[src/rtl/ps2_mouse_packet_ctrl.sv]
// ps2_mouse_packet_ctrl: pops bytes from the PS/2 receiver FIFO, aligns them
// into mouse packets (header bit 3 must be set), decodes buttons and signed
// deltas, and keeps a cursor position clamped to the screen.
// Optional build macro: MOUSE_WHEEL_EN adds a 4th (IntelliMouse) byte, the
// S_B3 state, a 3-bit state code and the signed wheel[3:0] output.
module ps2_mouse_packet_ctrl #(
  parameter int unsigned SCR_W       = 640,
  parameter int unsigned SCR_H       = 480,
  parameter int unsigned INIT_X      = 320,
  parameter int unsigned INIT_Y      = 240,
  parameter int unsigned SHIFT       = 1,
  parameter int unsigned TIMEOUT_CYC = 2500000
) (
  input  logic       clk,
  input  logic       rstn,
  input  logic [7:0] byte_data,
  input  logic       byte_ready,
  input  logic       byte_overflow,
  output logic       byte_rdn,
  output logic       pkt_valid,
  output logic [2:0] btn,
  output logic [8:0] dx,
  output logic [8:0] dy,
  output logic [9:0] posx,
  output logic [8:0] posy,
  output logic       left_press,
  output logic [7:0] sync_err,
`ifdef MOUSE_WHEEL_EN
  output logic [3:0] wheel,
  output logic [2:0] state
`else
  output logic [1:0] state
`endif
);

  localparam int unsigned CNT_W = (TIMEOUT_CYC > 1) ? $clog2(TIMEOUT_CYC) : 1;
  localparam logic [CNT_W-1:0] CNT_LAST = CNT_W'(TIMEOUT_CYC - 1);
  localparam logic signed [10:0] X_MAX = 11'(SCR_W - 1);
  localparam logic signed [10:0] Y_MAX = 11'(SCR_H - 1);

`ifdef MOUSE_WHEEL_EN
  typedef enum logic [2:0] {
    S_B0 = 3'd0, S_B1 = 3'd1, S_B2 = 3'd2, S_B3 = 3'd3, S_UPD = 3'd4
  } state_e;
`else
  typedef enum logic [1:0] {
    S_B0 = 2'd0, S_B1 = 2'd1, S_B2 = 2'd2, S_UPD = 2'd3
  } state_e;
`endif

  state_e             state_q, state_d;
  logic               hold_q, hold_d;
  logic [CNT_W-1:0]   cnt_q, cnt_d;
  logic [1:0]         hdr_ovf_q, hdr_ovf_d;     // {y, x} overflow flags
  logic [1:0]         hdr_sign_q, hdr_sign_d;   // {y, x} delta sign bits
  logic [2:0]         hdr_btn_q, hdr_btn_d;
  logic [7:0]         b1_q, b1_d;
`ifdef MOUSE_WHEEL_EN
  logic [7:0]         b2_q, b2_d;
  logic [3:0]         wheel_q, wheel_d;
`endif
  logic               pkt_valid_q, pkt_valid_d;
  logic [2:0]         btn_q, btn_d;
  logic [8:0]         dx_q, dx_d;
  logic [8:0]         dy_q, dy_d;
  logic [9:0]         posx_q, posx_d;
  logic [8:0]         posy_q, posy_d;
  logic               left_press_q, left_press_d;
  logic [7:0]         sync_err_q, sync_err_d;

  logic               in_rx, in_mid, pop, tmo, err_inc, do_upd;
  logic [7:0]         b2_v;
  logic [8:0]         dx_eff, dy_eff;
  logic signed [8:0]  dx_sh, dy_sh;
  logic signed [10:0] nx, ny;
  logic [9:0]         nx_clamp;
  logic [8:0]         ny_clamp;

  // Pop qualification: receiving state, data present, not in hold-off, no overflow
  always_comb begin
    in_rx  = 1'b0;
    in_mid = 1'b0;
`ifdef MOUSE_WHEEL_EN
    in_rx  = state_q inside {S_B0, S_B1, S_B2, S_B3};
    in_mid = state_q inside {S_B1, S_B2, S_B3};
`else
    in_rx  = state_q inside {S_B0, S_B1, S_B2};
    in_mid = state_q inside {S_B1, S_B2};
`endif
    pop = rstn && in_rx && byte_ready && !hold_q && !byte_overflow;
    tmo = in_mid && !pop && (cnt_q == CNT_LAST);
  end

  // Delta decode and clamped cursor update from the packet being completed
  always_comb begin
`ifdef MOUSE_WHEEL_EN
    b2_v = b2_q;
`else
    b2_v = byte_data;
`endif
    dx_eff = hdr_ovf_q[0] ? 9'd0 : {hdr_sign_q[0], b1_q};
    dy_eff = hdr_ovf_q[1] ? 9'd0 : {hdr_sign_q[1], b2_v};
    dx_sh  = $signed(dx_eff) >>> SHIFT;
    dy_sh  = $signed(dy_eff) >>> SHIFT;
    nx     = $signed({1'b0, posx_q}) + 11'(dx_sh);
    ny     = $signed({2'b00, posy_q}) - 11'(dy_sh);
    if (nx[10])         nx_clamp = 10'd0;
    else if (nx > X_MAX) nx_clamp = 10'(X_MAX);
    else                nx_clamp = 10'(nx);
    if (ny[10])         ny_clamp = 9'd0;
    else if (ny > Y_MAX) ny_clamp = 9'(Y_MAX);
    else                ny_clamp = 9'(ny);
  end

  // Next-state, pop strobe and registered-output next values
  always_comb begin
    state_d      = state_q;
    hold_d       = pop;
    cnt_d        = '0;
    hdr_ovf_d    = hdr_ovf_q;
    hdr_sign_d   = hdr_sign_q;
    hdr_btn_d    = hdr_btn_q;
    b1_d         = b1_q;
`ifdef MOUSE_WHEEL_EN
    b2_d         = b2_q;
    wheel_d      = wheel_q;
`endif
    pkt_valid_d  = 1'b0;
    left_press_d = 1'b0;
    btn_d        = btn_q;
    dx_d         = dx_q;
    dy_d         = dy_q;
    posx_d       = posx_q;
    posy_d       = posy_q;
    sync_err_d   = sync_err_q;
    err_inc      = 1'b0;
    do_upd       = 1'b0;
    byte_rdn     = !pop;

    if (in_mid && !pop) cnt_d = cnt_q + CNT_W'(1);

    if (byte_overflow) begin
      state_d = S_B0;
      err_inc = in_mid;
    end else if (tmo) begin
      state_d = S_B0;
      err_inc = 1'b1;
    end else begin
      case (state_q)
        S_B0: if (pop) begin
          if (byte_data[3]) begin
            hdr_ovf_d  = byte_data[7:6];
            hdr_sign_d = byte_data[5:4];
            hdr_btn_d  = byte_data[2:0];
            state_d    = S_B1;
          end else begin
            err_inc = 1'b1;
          end
        end
        S_B1: if (pop) begin
          b1_d    = byte_data;
          state_d = S_B2;
        end
`ifdef MOUSE_WHEEL_EN
        S_B2: if (pop) begin
          b2_d    = byte_data;
          state_d = S_B3;
        end
        S_B3: if (pop) begin
          do_upd  = 1'b1;
          state_d = S_UPD;
        end
`else
        S_B2: if (pop) begin
          do_upd  = 1'b1;
          state_d = S_UPD;
        end
`endif
        default: state_d = S_B0;
      endcase
    end

    if (do_upd) begin
      pkt_valid_d  = 1'b1;
      btn_d        = hdr_btn_q;
      left_press_d = hdr_btn_q[0] & ~btn_q[0];
      dx_d         = dx_eff;
      dy_d         = dy_eff;
      posx_d       = nx_clamp;
      posy_d       = ny_clamp;
`ifdef MOUSE_WHEEL_EN
      wheel_d      = byte_data[3:0];
`endif
    end

    if (err_inc && (sync_err_q != 8'hFF)) sync_err_d = sync_err_q + 8'd1;
  end

  // State and output registers, synchronous active-low reset
  always_ff @(posedge clk) begin
    if (!rstn) begin
      state_q      <= S_B0;
      hold_q       <= 1'b0;
      cnt_q        <= '0;
      hdr_ovf_q    <= 2'd0;
      hdr_sign_q   <= 2'd0;
      hdr_btn_q    <= 3'd0;
      b1_q         <= 8'd0;
`ifdef MOUSE_WHEEL_EN
      b2_q         <= 8'd0;
      wheel_q      <= 4'd0;
`endif
      pkt_valid_q  <= 1'b0;
      btn_q        <= 3'd0;
      dx_q         <= 9'd0;
      dy_q         <= 9'd0;
      posx_q       <= 10'(INIT_X);
      posy_q       <= 9'(INIT_Y);
      left_press_q <= 1'b0;
      sync_err_q   <= 8'd0;
    end else begin
      state_q      <= state_d;
      hold_q       <= hold_d;
      cnt_q        <= cnt_d;
      hdr_ovf_q    <= hdr_ovf_d;
      hdr_sign_q   <= hdr_sign_d;
      hdr_btn_q    <= hdr_btn_d;
      b1_q         <= b1_d;
`ifdef MOUSE_WHEEL_EN
      b2_q         <= b2_d;
      wheel_q      <= wheel_d;
`endif
      pkt_valid_q  <= pkt_valid_d;
      btn_q        <= btn_d;
      dx_q         <= dx_d;
      dy_q         <= dy_d;
      posx_q       <= posx_d;
      posy_q       <= posy_d;
      left_press_q <= left_press_d;
      sync_err_q   <= sync_err_d;
    end
  end

  assign pkt_valid  = pkt_valid_q;
  assign btn        = btn_q;
  assign dx         = dx_q;
  assign dy         = dy_q;
  assign posx       = posx_q;
  assign posy       = posy_q;
  assign left_press = left_press_q;
  assign sync_err   = sync_err_q;
  assign state      = state_q;
`ifdef MOUSE_WHEEL_EN
  assign wheel      = wheel_q;
`endif

endmodule

[config.mk]
export PLATFORM = sky130hd
export DESIGN_NAME = ps2_mouse_packet_ctrl
export DESIGN_NICKNAME = d
export VERILOG_FILES = /design/src/rtl/ps2_mouse_packet_ctrl.sv
export SDC_FILE = /design/constraint.sdc
export NUM_CORES = 1
export LEC_CHECK = 0
export BUFFER_PORTS_ARGS = -buffer_cell sky130_fd_sc_hd__buf_2
export CORE_ASPECT_RATIO = 0.75
export CORE_MARGIN = 2
export CORE_UTILIZATION = 62
export CTS_CLUSTER_DIAMETER = 120
export DETAILED_ROUTE_END_ITERATION = 8
export PLACE_DENSITY = 0.85
export SLEW_MARGIN = 20
export SYNTH_ARGS = -nofsm -noshare
export SYNTH_HDL_FRONTEND = slang
export SYNTH_SLANG_ARGS = --single-unit
[constraint.sdc]
create_clock -name clk -period 7.06 [get_ports clk]
set_clock_uncertainty 0.1 [all_clocks]
set_input_delay 1.059 -clock clk [delete_from_list [all_inputs] [get_ports clk]]
set_output_delay 1.059 -clock clk [all_outputs]
set_load 0.01 [all_outputs]
# ---- Word level (Yosys, flattened, before mapping)
# Index checks and enable logic that the tools add are counted.
dict set report word_totals {
  register_bits 90
  in_bits 12
  output_inout_bits 53
}
dict set report op_classes {
  n_addsub 4
  n_lt_le_gt_ge 2
  n_eq_ne 8
  muxes 21
  bitwise 5
  n_reduce_logical 19
}
# op n
set op_table {}
lappend op_table {{9-bit 2-to-1 mux} 4}
lappend op_table {{22-bit by 1-bit adder with 22-bit output, second input constant} 1}
lappend op_table {{22-bit == test, second input constant} 1}
lappend op_table {{10-bit 2-to-1 mux} 2}
lappend op_table {{11-bit by 8-bit adder with 11-bit output} 1}
lappend op_table {{11-bit by 10-bit greater-than comparator with 1-bit output, second input constant} 1}
lappend op_table {{11-bit greater-than comparator, second input constant} 1}
lappend op_table {{10-bit by 8-bit subtractor with 11-bit output} 1}
lappend op_table {{1-bit 2-to-1 mux} 10}
lappend op_table {{8-bit by 1-bit adder with 8-bit output, second input constant} 1}
lappend op_table {{2-bit 2-to-1 mux} 4}
lappend op_table {{2-bit != test, second input constant} 4}
lappend op_table {{8-bit != test, second input constant} 1}
lappend op_table {{4-bit AND reduction} 2}
lappend op_table {{1-bit logical AND} 7}
lappend op_table {{2-bit case mux with 3 select lines} 1}
lappend op_table {{5-bit AND reduction} 1}
lappend op_table {{1-bit inverter} 4}
lappend op_table {{2-bit AND reduction} 2}
lappend op_table {{1-bit zero test} 3}
lappend op_table {{3-bit nonzero test} 1}
lappend op_table {{3-bit OR reduction} 1}
lappend op_table {{2-bit by 1-bit == test with 1-bit output, second input constant} 1}
lappend op_table {{2-bit == test, second input constant} 1}
lappend op_table {{3 further kinds} 3}

# ---- Logic depth before layout (Yosys ltp)
# Gate-level depths: netlist of run 1.
dict set report logic_depth {
  depth_word 12
  ltp_mapped 11
  depth_no_buf 11
}

# ---- Worst setup path after synthesis of run 1
# No wires, ideal clock.
dict set report synth_path {
  path_type {input port to flip-flop}
  startpoint {input byte_data[1]}
  endpoint {register posy_q[0], in the netlist posy[0]}
  setup_time_ns 0.070
  arrival_ns 3.197
  slack_ns 3.693
  stages 11
  n_path_buf 0
  path_cell_list {nor2b_1 ha_1 inv_1 fa_1 a211oi_1 o21ai_0 a31oi_1 xnor2_1 a2111o_1 a31o_2 a21oi_1}
}
dict set report synth_via {
  elab_chain_cells 5
}
# element line_no
set synth_rtl {}
lappend synth_rtl {{start, declared} 16} ;# input logic [7:0] byte_data,
lappend synth_rtl {{9-bit 2-to-1 mux *} 102} ;# dy_eff = hdr_ovf_q[1] ? 9'd0 : {hdr_sign_q[1], b2_v};
lappend synth_rtl {{10-bit by 8-bit subtractor with 11-bit output *} 106} ;# ny = $signed({2'b00, posy_q}) - 11'(dy_sh);
lappend synth_rtl {{11-bit by 10-bit greater-than comparator with 1-bit output} 111} ;# else if (ny > Y_MAX) ny_clamp = 9'(Y_MAX);
lappend synth_rtl {{9-bit 2-to-1 mux} 111}
lappend synth_rtl {{9-bit 2-to-1 mux *} 110} ;# if (ny[10]) ny_clamp = 9'd0;
lappend synth_rtl {{end signal, assigned} 218} ;# posy_q <= 9'(INIT_Y);
lappend synth_rtl {{end signal, assigned} 238} ;# posy_q <= posy_d;
lappend synth_rtl {{end, declared} 67} ;# logic [8:0] posy_q, posy_d;
# Mark *: on every way between the ends. The rest lies on a longest branch, timed or not.
# A chain may end at the register's enable or synchronous reset.

# ---- Worst setup path after layout of run 1
dict set report layout_path {
  startpoint {input byte_data[1]}
  endpoint {register posy_q[2], in the netlist posy[2]}
}
dict set report layout_via {
  elab_chain_cells 5
}
# element line_no
set layout_rtl {}
lappend layout_rtl {{9-bit 2-to-1 mux *} 102}
lappend layout_rtl {{via dy_eff[1]} 73} ;# logic [8:0] dx_eff, dy_eff;
lappend layout_rtl {{10-bit by 8-bit subtractor with 11-bit output *} 106}
lappend layout_rtl {{11-bit by 10-bit greater-than comparator with 1-bit output} 111}
lappend layout_rtl {{9-bit 2-to-1 mux} 111}
lappend layout_rtl {{9-bit 2-to-1 mux *} 110}
# Mark *: on every way through the listed nets, which the timed path passes. The rest lies on a longest branch.

==> run_results.csv, run 1 <==
group,metric,value,unit
clock_tree,cts_resized,0,
sta,relSlewSlack,45.0,%
synthesis,synth-seq-area-share,39.6,%
route,first_pass_iters,5,
floorplanning,die_y,78.1,um
synthesis,synthDistinctLibCells,55,
route,vias_per_cell,5.86,
min_path,worstHoldEndpoint,"left_press",
global_routing,grt_pass1_vias,3737,
synthesis,synth_edf_count,0,
critical_path,r2r_cells,8,
floorplanning,initial_utilization,65.3,%
synthesis,avgSynthCellArea,8.74,um^2
sta,drv_slew,0,
critical_path,path_buf_inv,2,
critical_path,cpMaxStageDelayCell,"fa_1",
place,place_hpwl,7.41,mm
route,wirelength,10.4,mm
critical_path,r2r-end,"posx[6]",
clock_tree,cts_setup_buffers,0,
power,vdd_ir_drop_max,149,uV
sta,tightest_slew,0.822,ns
critical_path,path_class,"input pin to flop",
critical_path,startpoint,"byte_data[1]",
critical_path,r2r_setup_slack,3.90,ns
min_path,hold_start,"btn[0]",
clock_tree,cts_made_buffers,9,
sta,fmax,0.288,GHz
min_path,hold_depth,1,
critical_path,cp_top_family,"compound AO/OA/AOI/OAI gates",
clock_tree,cts.sinks,90,
place,port_buffers,64,
route,via_count,4015,
synthesis,synth.top_cell.area_share,39.6,%
synthesis,synthTopCellsByCount,"dfxtp_1 (90), nor2_1 (69), nand2_1 (57)",
run_status,status,"finished, final reports clean",
layout,finalNetCount,622,
power,power_leakage,2.29,nW
critical_path,reg2reg_from,"hdr_ovf_q[0]",
synthesis,ys.flop_type,"dfxtp_1",
critical_path,cp_max_fo,6,
synthesis,ys_ff_latch,90,
critical_path,endpoint_kind,"flop",
synthesis,synth_area,4540,um^2
route,wl_per_cell,15.2,um
layout,final_core_util,74.4,%
floorplanning,fp.dieW,103,um
global_routing,grt_overflow,0,
critical_path,crit_required,7.25,ns
sta,hold_viol,0,
floorplanning,io_pins,65,
run,drv_cap,0,
critical_path,crit_arrival,3.66,ns
clock_tree,clock_latency,0.36,ns
layout,num_antenna_cells,0,
clock_tree,tritoncts,"built",
layout,fin_cells,685,
global_routing,antenna_found_initial,0,
sta,fin_crit,3.47,ns
layout,area_growth,14.0,%
floorplanning,die_area,8040,um^2
sta,rsz0062_at_grt,"false",
sta,post-route-period-util,49.1,%
min_path,hp-class,"flop to flop",
critical_path,path_cells,"buf_2 -> nor2b_1 -> ha_1 -> inv_1 -> fa_1 -> a211oi_1 -> o21ai_0 -> a31oi_1 -> xnor2_1 -> a2111o_1 -> a31o_2 -> a21oi_1",
place,place.gp.congestion,0.931,
synthesis,yosysWarnings,0,
global_routing,grt_pass1_wl,17.3,mm
route,antenna_left,0,
synthesis,async_reset_ff_share,0,%
floorplanning,fp-row-count,26,
power,power.total,973,uW
route,drc,0,
layout,final_layout_size_suffix_gt1_share,16.0,%
sta,hold_ws,0.352,ns
power,power_density,188,nW/um^2
clock_tree,cts_max_level,3,
synthesis,synth_nets,560,
layout,final.fill_count,534,
place,numPlacedInstances,669,
synthesis,synth_area_leaders,"dfxtp_1 (40%), ha_1 (7.2%), nor2_1 (5.7%)",
synthesis,syn_inst,520,
sta,setup_viol,0,
synthesis,yosysTopAreaCell,"dfxtp_1",
clock_tree,clk_path_buf_depth,2,
critical_path,crit_path_max_incr_delay,0.43,ns
clock_tree,path_clk_slew,0.09,ns
global_routing,grt_usage,27.0,%
critical_path,crit_path_start_kind,"input pin",
route,drt_iter0_drc,190,
clock_tree,cts-hold-fix-buffers,0,
synthesis,yosysMostFrequentCell,"dfxtp_1",
floorplanning,coreArea,6960,um^2
clock_tree,ctsRootBufferMaster,"clkbuf_8",
sta,finalSetupTns,0,ns
global_routing,grt_max_degree,52,
## placed cells by master (no fill, tap or decap), types with 11 or more instances in the layout
master and instances:
dfxtp_1 90, nor2_1 69, buf_2 64, nand2_1 57, a21oi_1 38, ha_1 26
nand3_1 22, xor2_1 21, inv_1 19, xnor2_1 19, mux2i_1 16, clkbuf_8 11
## report_power, final
group | switching [mW] | leakage, nW | internal (mW)
registers | 0.00287 | 0.725 | 0.509
logic | 0.0352 | 1.45 | 0.0205
clock network | 0.184 | 0.116 | 0.221
total | 0.222 | 2.29 | 0.750
## kinds of logic (layout without fill, tap and decap cells)
kind of cell	after synthesis	count (layout)	share of synthesized area [%]
simple gates	214	214	23.1
compound gates	96	96	14.5
flops	90	90	39.6
xor+xnor	40	40	7.71
buf+inv	35	102	2.97
fa+ha+maj	28	28	8.04
mux	17	17	4.02
## registers in the layout, indices dropped and copies added, names as in the netlist, 2 cells and up
name,cells
hdr_sign_q,2
hdr_btn_q,3
posx,10
posy,9
dx,9
sync_err,8
state,2
hdr_ovf_q,2
dy,9
cnt_q,22
btn,3
b1_q,8
## area by class of cell
class / count / area, um^2 / area share (%)
multi-input cells: 395 / 2610 / 50.4
flip-flops and latches: 90 / 1800 / 34.8
repair buffers: 66 / 335 / 6.47
clock buffers: 11 / 151 / 2.92
well taps: 98 / 123 / 2.37
clock inverters: 5 / 85.1 / 1.64
inverters: 20 / 75.1 / 1.45
## per-layer routing
metal	GRT usage [%]	vias up	routed length [um]
li1	-	1952	-
met1	37.6	1882	4840
met2	40.5	167	4550
met3	8.10	14	873
met4	8.42	0	130
met5	0	-	0
## worst max-delay path by stage
stage,end,slack (ns),cells past startpoint
2_1_floorplan,posy[0],3.69,11
3_3_place_gp,posy[0],3.44,12
3_5_place_dp,posy[2],3.33,12
4_1_cts,byte_rdn,3.66,5
5_1_grt,posx[4],3.48,9
6_report,posy[2],3.59,12
## metrics by stage
| stage | cell area (um^2) | worst slack [ns] |
|---|---|---|
| after floorplan | 4540 | 3.69 |
| after global placement | 4940 | 3.44 |
| after detailed placement | 4940 | 3.33 |
| after CTS | 5180 | 3.66 |
| after global routing | 5180 | 3.48 |
| final | 5180 | 3.59 |
No activity file was read; power rests on OpenSTA's default activity.
==> inputs of run 2 (changes only) <==
--- a/config.mk
+++ b/config.mk
@@ -5,13 +5,14 @@
 export SDC_FILE = /design/constraint.sdc
 export NUM_CORES = 1
 export LEC_CHECK = 0
+export ABC_AREA = 1
 export BUFFER_PORTS_ARGS = -buffer_cell sky130_fd_sc_hd__buf_2
 export CORE_ASPECT_RATIO = 0.75
 export CORE_MARGIN = 2
-export CORE_UTILIZATION = 62
+export CORE_UTILIZATION = 52
 export CTS_CLUSTER_DIAMETER = 120
 export DETAILED_ROUTE_END_ITERATION = 8
-export PLACE_DENSITY = 0.85
+export PLACE_DENSITY = 0.76
 export SLEW_MARGIN = 20
 export SYNTH_ARGS = -nofsm -noshare
 export SYNTH_HDL_FRONTEND = slang
==> constraint.sdc (replaced) <==
create_clock -name clk -period 3 [get_ports clk]
set_clock_uncertainty 0.1 [all_clocks]
set_input_delay 0.45 -clock clk [delete_from_list [all_inputs] [get_ports clk]]
set_output_delay 0.45 -clock clk [all_outputs]
set_load 0.01 [all_outputs]
==> run_results.csv, run 2 <==
group,metric,value,unit
run_status,status,"finished, final reports clean",
floorplanning,fp-row-count,30,
global_routing,grt_pass1_wl,19.5,mm
critical_path,cpMaxStageDelayCell,"fa_1",
floorplanning,coreArea,9080,um^2
run,drv_cap,0,
power,power_leakage,2.50,nW
route,drc,0,
clock_tree,cts_setup_buffers,0,
clock_tree,ctsRootBufferMaster,"clkbuf_16",
floorplanning,initial_utilization,53.9,%
critical_path,endpoint_kind,"flop",
route,first_pass_iters,5,
power,power_density,453,nW/um^2
global_routing,grt_usage,24.3,%
layout,final.fill_count,839,
layout,final_core_util,62.0,%
critical_path,cp_top_family,"simple AND/OR/NAND/NOR gates",
synthesis,synth_nets,725,
layout,largest_reg_flops,22,
clock_tree,cts-hold-fix-buffers,0,
synthesis,synth.top_cell.area_share,36.8,%
layout,num_antenna_cells,0,
synthesis,synth_edf_count,0,
critical_path,crit_arrival,2.82,ns
layout,finalNetCount,787,
global_routing,grt_overflow,0,
synthesis,yosysTopAreaCell,"dfxtp_1",
floorplanning,die_area,10200,um^2
synthesis,ys.flop_type,"dfxtp_1",
sta,fmax,0.372,GHz
sta,relSlewSlack,63.0,%
critical_path,crit_path_start_kind,"flop",
critical_path,cp_max_fo,8,
sta,setup_viol,0,
sta,drv_slew,0,
clock_tree,clock_latency,0.34,ns
route,via_count,4635,
sta,rsz0062_at_grt,"false",
sta,tightest_slew,0.554,ns
synthesis,ys_ff_latch,90,
layout,area_growth,15.2,%
sta,post-route-period-util,89.7,%
critical_path,path_cells,"inv_1 -> nand2_1 -> inv_1 -> ha_1 -> inv_1 -> fa_1 -> nand3_1 -> nand3_2 -> nand2_1 -> nand2_1 -> nand2_1 -> nand2_1 -> nand3_2 -> nand2_1 -> o21ai_0 -> nand2_1",
route,drt_iter0_drc,359,
critical_path,path_buf_inv,3,
critical_path,path_class,"flop to flop",
synthesis,yosysMostFrequentCell,"nand2_1",
sta,finalSetupTns,0,ns
clock_tree,cts_max_level,3,
min_path,hp-class,"input pin to flop",
clock_tree,cts.sinks,90,
floorplanning,fp.dieW,116,um
floorplanning,io_pins,65,
synthesis,synthDistinctLibCells,41,
sta,hold_ws,0.300,ns
synthesis,async_reset_ff_share,0,%
synthesis,synthTopCellsByCount,"nand2_1 (160), dfxtp_1 (90), inv_1 (83)",
place,place.gp.congestion,0.931,
layout,final_cell_mix,"nand2_1 (160), dfxtp_1 (90), inv_1 (83)",
critical_path,crit_path_max_incr_delay,0.44,ns
synthesis,synth-seq-area-share,36.8,%
clock_tree,cts_resized,0,
clock_tree,cts_made_buffers,9,
sta,fin_crit,2.69,ns
layout,final_layout_size_suffix_gt1_share,15.7,%
synthesis,syn_inst,685,
synthesis,synth_area_leaders,"dfxtp_1 (37%), nand2_1 (12%), a21oi_1 (7.1%)",
critical_path,crit_required,3.13,ns
route,wirelength,11.9,mm
global_routing,grt_max_degree,38,
global_routing,antenna_found_initial,0,
critical_path,path_common_cell,"nand2_1",
clock_tree,clk_path_buf_depth,2,
synthesis,yosysWarnings,0,
route,wl_per_cell,13.5,um
global_routing,grt_pass1_vias,4178,
power,vdd_ir_drop_max,277,uV
clock_tree,path_clk_slew,0.06,ns
place,place_hpwl,8.94,mm
floorplanning,die_y,88,um
layout,regMostFlops,"cnt_q",
route,antenna_left,0,
synthesis,synth_area,4890,um^2
clock_tree,tritoncts,"built",
route,vias_per_cell,5.27,
layout,layout_commonest_cell,"nand2_1",
place,port_buffers,64,
sta,hold_viol,0,
synthesis,avgSynthCellArea,7.14,um^2
## run 2: cell count changes in the layout (fill, tap and decap cells not counted), moves of 11 or more
cell | previous run | this run
xnor2_1 | 19 | 8
a21oi_1 | 38 | 69
mux2i_1 | 16 | 0
o21ai_0 | 10 | 42
inv_1 | 19 | 83
nand3_1 | 22 | 40
nand2_1 | 57 | 160
## run 2: power by group
part | leakage [nW] | internal, mW | total, mW | switching (mW)
logic | 1.62 | 0.0570 | 0.178 | 0.121
clock network | 0.153 | 0.695 | 1.16 | 0.469
registers | 0.726 | 1.20 | 1.21 | 0.00700
total | 2.50 | 1.95 | 2.55 | 0.597
## run 2: worst paths after layout
check / startpoint / end / slack (ns) / cells past startpoint
hold / removal: byte_data[0] / dy[0] / 0.30 / 3
hold reg to reg: btn[0] / left_press / 0.34 / 1
setup reg to reg: hdr_ovf_q[1] / posy[4] / 0.31 / 16
setup / recovery: hdr_ovf_q[1] / posy[4] / 0.31 / 16
## run 2: metal layers
metal  global-route usage, %  routed length (um)  up-vias
met1                    33.3                5610     2116
li1                        -                   -     2350
met2                    37.3                5200      146
met5                       0                   0        -
met3                    5.67                 783       23
met4                    9.63                 272        0
## run 2: worst reg2reg max path, stage by stage (launching register included)
cell	delay (ns)
dfxtp_1	0.32
inv_1	0.19
nand2_1	0.12
inv_1	0.08
ha_1	0.18
inv_1	0.08
fa_1	0.44
nand3_1	0.12
nand3_2	0.08
nand2_1	0.08
nand2_1	0.07
nand2_1	0.08
nand2_1	0.07
nand3_2	0.12
nand2_1	0.11
o21ai_0	0.24
nand2_1	0.07
## run 2: kinds of logic after synthesis
group | Yosys count | synth area share [%]
buf+inv | 101 | 8.11
simple gates | 324 | 30.4
flops | 90 | 36.8
xor+xnor | 20 | 3.58
fa+ha+maj | 28 | 7.47
compound gates | 122 | 13.6
## run 2: area by class of cell
type | count | area (um^2) | area share [%]
timing repair buffer | 68 | 350 | 6.22
clock inverter | 5 | 60.1 | 1.07
sequential | 90 | 1800 | 32.0
inverter | 84 | 315 | 5.60
tap | 128 | 160 | 2.84
clock buffer | 11 | 253 | 4.49
multi-input combinational | 494 | 2690 | 47.8
## run 2: per-stage QoR
step	setup WS [ns]	cells	area (um^2)	total power, mW
global route	0.151	880	5630	2.64
finish	0.310	880	5630	2.55
CTS	0.381	880	5630	2.57
global placement	0.472	864	5320	1.40
detailed placement	0.398	864	5320	1.41
floorplan	0.750	685	4890	1.36
==> inputs of run 3 (changes only) <==
--- a/config.mk
+++ b/config.mk
@@ -7,12 +7,13 @@
 export LEC_CHECK = 0
 export ABC_AREA = 1
 export BUFFER_PORTS_ARGS = -buffer_cell sky130_fd_sc_hd__buf_2
+export CAP_MARGIN = 20
 export CORE_ASPECT_RATIO = 0.75
 export CORE_MARGIN = 2
-export CORE_UTILIZATION = 52
+export CORE_UTILIZATION = 50
 export CTS_CLUSTER_DIAMETER = 120
 export DETAILED_ROUTE_END_ITERATION = 8
-export PLACE_DENSITY = 0.76
+export PLACE_DENSITY = 0.73
 export SLEW_MARGIN = 20
 export SYNTH_ARGS = -nofsm -noshare
 export SYNTH_HDL_FRONTEND = slang
==> run_results.csv, run 3 (synthesis results as in run 2) <==
group,metric,value,unit
layout,final_cell_mix,"nand2_1 (160), dfxtp_1 (90), inv_1 (83)",
global_routing,grt_pass1_wl,19.7,mm
clock_tree,cts_setup_buffers,0,
route,first_pass_iters,5,
route,drt_iter0_drc,323,
sta,drv_slew,0,
layout,finalNetCount,787,
critical_path,crit_required,3.18,ns
clock_tree,path_clk_slew,0.06,ns
critical_path,crit_arrival,2.75,ns
critical_path,crit_path_start_kind,"flop",
critical_path,cpMaxStageDelayCell,"fa_1",
power,power_density,438,nW/um^2
place,numPlacedInstances,868,
global_routing,grt_pass1_vias,4107,
global_routing,grt_overflow,0,
floorplanning,fp-row-count,31,
sta,tightest_slew,0.610,ns
route,via_count,4574,
route,wl_per_cell,13.8,um
layout,num_antenna_cells,0,
floorplanning,io_pins,65,
run_status,status,"finished, final reports clean",
route,wirelength,12.2,mm
floorplanning,fp.dieW,118,um
sta,hold_viol,0,
sta,hold_ws,0.275,ns
clock_tree,cts-hold-fix-buffers,0,
critical_path,path_cells,"inv_1 -> nand2_1 -> inv_1 -> ha_1 -> inv_1 -> fa_1 -> nand3_1 -> nand3_2 -> nand2_1 -> nand2_1 -> nand2_1 -> nand3_2 -> a21oi_4 -> nand2_1 -> a21oi_1",
route,drc,0,
floorplanning,die_y,89.7,um
place,place_hpwl,9.06,mm
place,dp_worst_setup_slack,0.431,ns
sta,relSlewSlack,59.2,%
sta,finalSetupTns,0,ns
critical_path,crit_path_max_incr_delay,0.43,ns
sta,layout_setup_ws,0.425,ns
clock_tree,cts.sinks,90,
route,antenna_left,0,
route,vias_per_cell,5.17,
floorplanning,initial_utilization,51.1,%
critical_path,cp_max_fo,9,
critical_path,reg2reg_from,"hdr_ovf_q[1]",
global_routing,antenna_found_initial,0,
critical_path,path_class,"flop to flop",
clock_tree,cts_made_buffers,9,
critical_path,path_common_cell,"nand2_1",
clock_tree,ctsRootBufferMaster,"clkbuf_16",
min_path,hp-class,"input pin to flop",
clock_tree,tritoncts,"built",
sta,post-route-period-util,85.8,%
floorplanning,die_area,10600,um^2
floorplanning,coreArea,9580,um^2
layout,largest_reg_flops,22,
layout,final_layout_size_suffix_gt1_share,15.7,%
critical_path,endpoint_kind,"flop",
clock_tree,cts_max_level,3,
sta,rsz0062_at_grt,"false",
sta,fin_crit,2.58,ns
layout,regMostFlops,"cnt_q",
run,drv_cap,0,
global_routing,grt_usage,23.3,%
place,port_buffers,64,
layout,layout_commonest_cell,"nand2_1",
layout,area_growth,14.6,%
sta,setup_viol,0,
layout,final_core_util,58.5,%
clock_tree,clk_path_buf_depth,2,
sta,fmax,0.388,GHz
clock_tree,clock_latency,0.35,ns
power,vdd_ir_drop_max,239,uV
clock_tree,cts_resized,0,
global_routing,grt_max_degree,38,
layout,fin_cells,884,
min_path,hold_start,"byte_data[0]",
critical_path,startpoint,"hdr_ovf_q[1]",
power,power_leakage,2.49,nW
place,place.gp.congestion,0.968,
run 3: cell types whose count changed in the layout (fill, tap and decap cells not counted):
cell and delta:
clkbuf_8 -1, inv_6 -1, bufinv_16 -1, clkinv_4 +1
clkinv_2 +2
run 3: path summary, 6_finish.rpt:
check               endpoint  slack (ns)  depth (start not counted)
hold reg to reg   left_press        0.34                          1
hold / removal         dy[0]        0.28                          3
setup reg to reg     posy[1]        0.42                         15
setup / recovery     posy[1]        0.42                         15
run 3: critical path, delay by kind of cell (launching register included):
family | cells | cell delay [ns]
AND/OR/NAND/NOR | 8 | 0.73
flip-flops | 1 | 0.32
adder cells (fa/ha/maj) | 2 | 0.60
AO/OA/AOI/OAI | 2 | 0.38
buffers and inverters | 3 | 0.38
run 3: where the power goes:
part           switching [mW]  internal, mW  total (mW)  leakage, nW
sequential            0.00667          1.20        1.21        0.726
clock                   0.489         0.584        1.07        0.139
combinational           0.118        0.0575       0.175         1.63
total                   0.613          1.84        2.46         2.49
run 3: cell type report:
type,count,area [um^2]
fill,925,3980
clock buffer,10,239
multi-input combinational,494,2690
timing repair buffer,68,350
sequential,90,1800
tap,132,165
clock inverter,6,40.0
inverter,84,315
run 3: per-stage QoR:
stage	power [mW]	cell area, um^2
2_1_floorplan	1.36	4890
3_3_place_gp	1.41	5330
3_5_place_dp	1.41	5330
4_1_cts	2.47	5610
5_1_grt	2.55	5610
6_report	2.46	5610
run 3: routing by layer:
layer | track usage (%) | wire [um]
met1 | 32.3 | 5950
met2 | 36.5 | 5300
met3 | 6.00 | 806
met4 | 6.46 | 171
met5 | 0 | 0
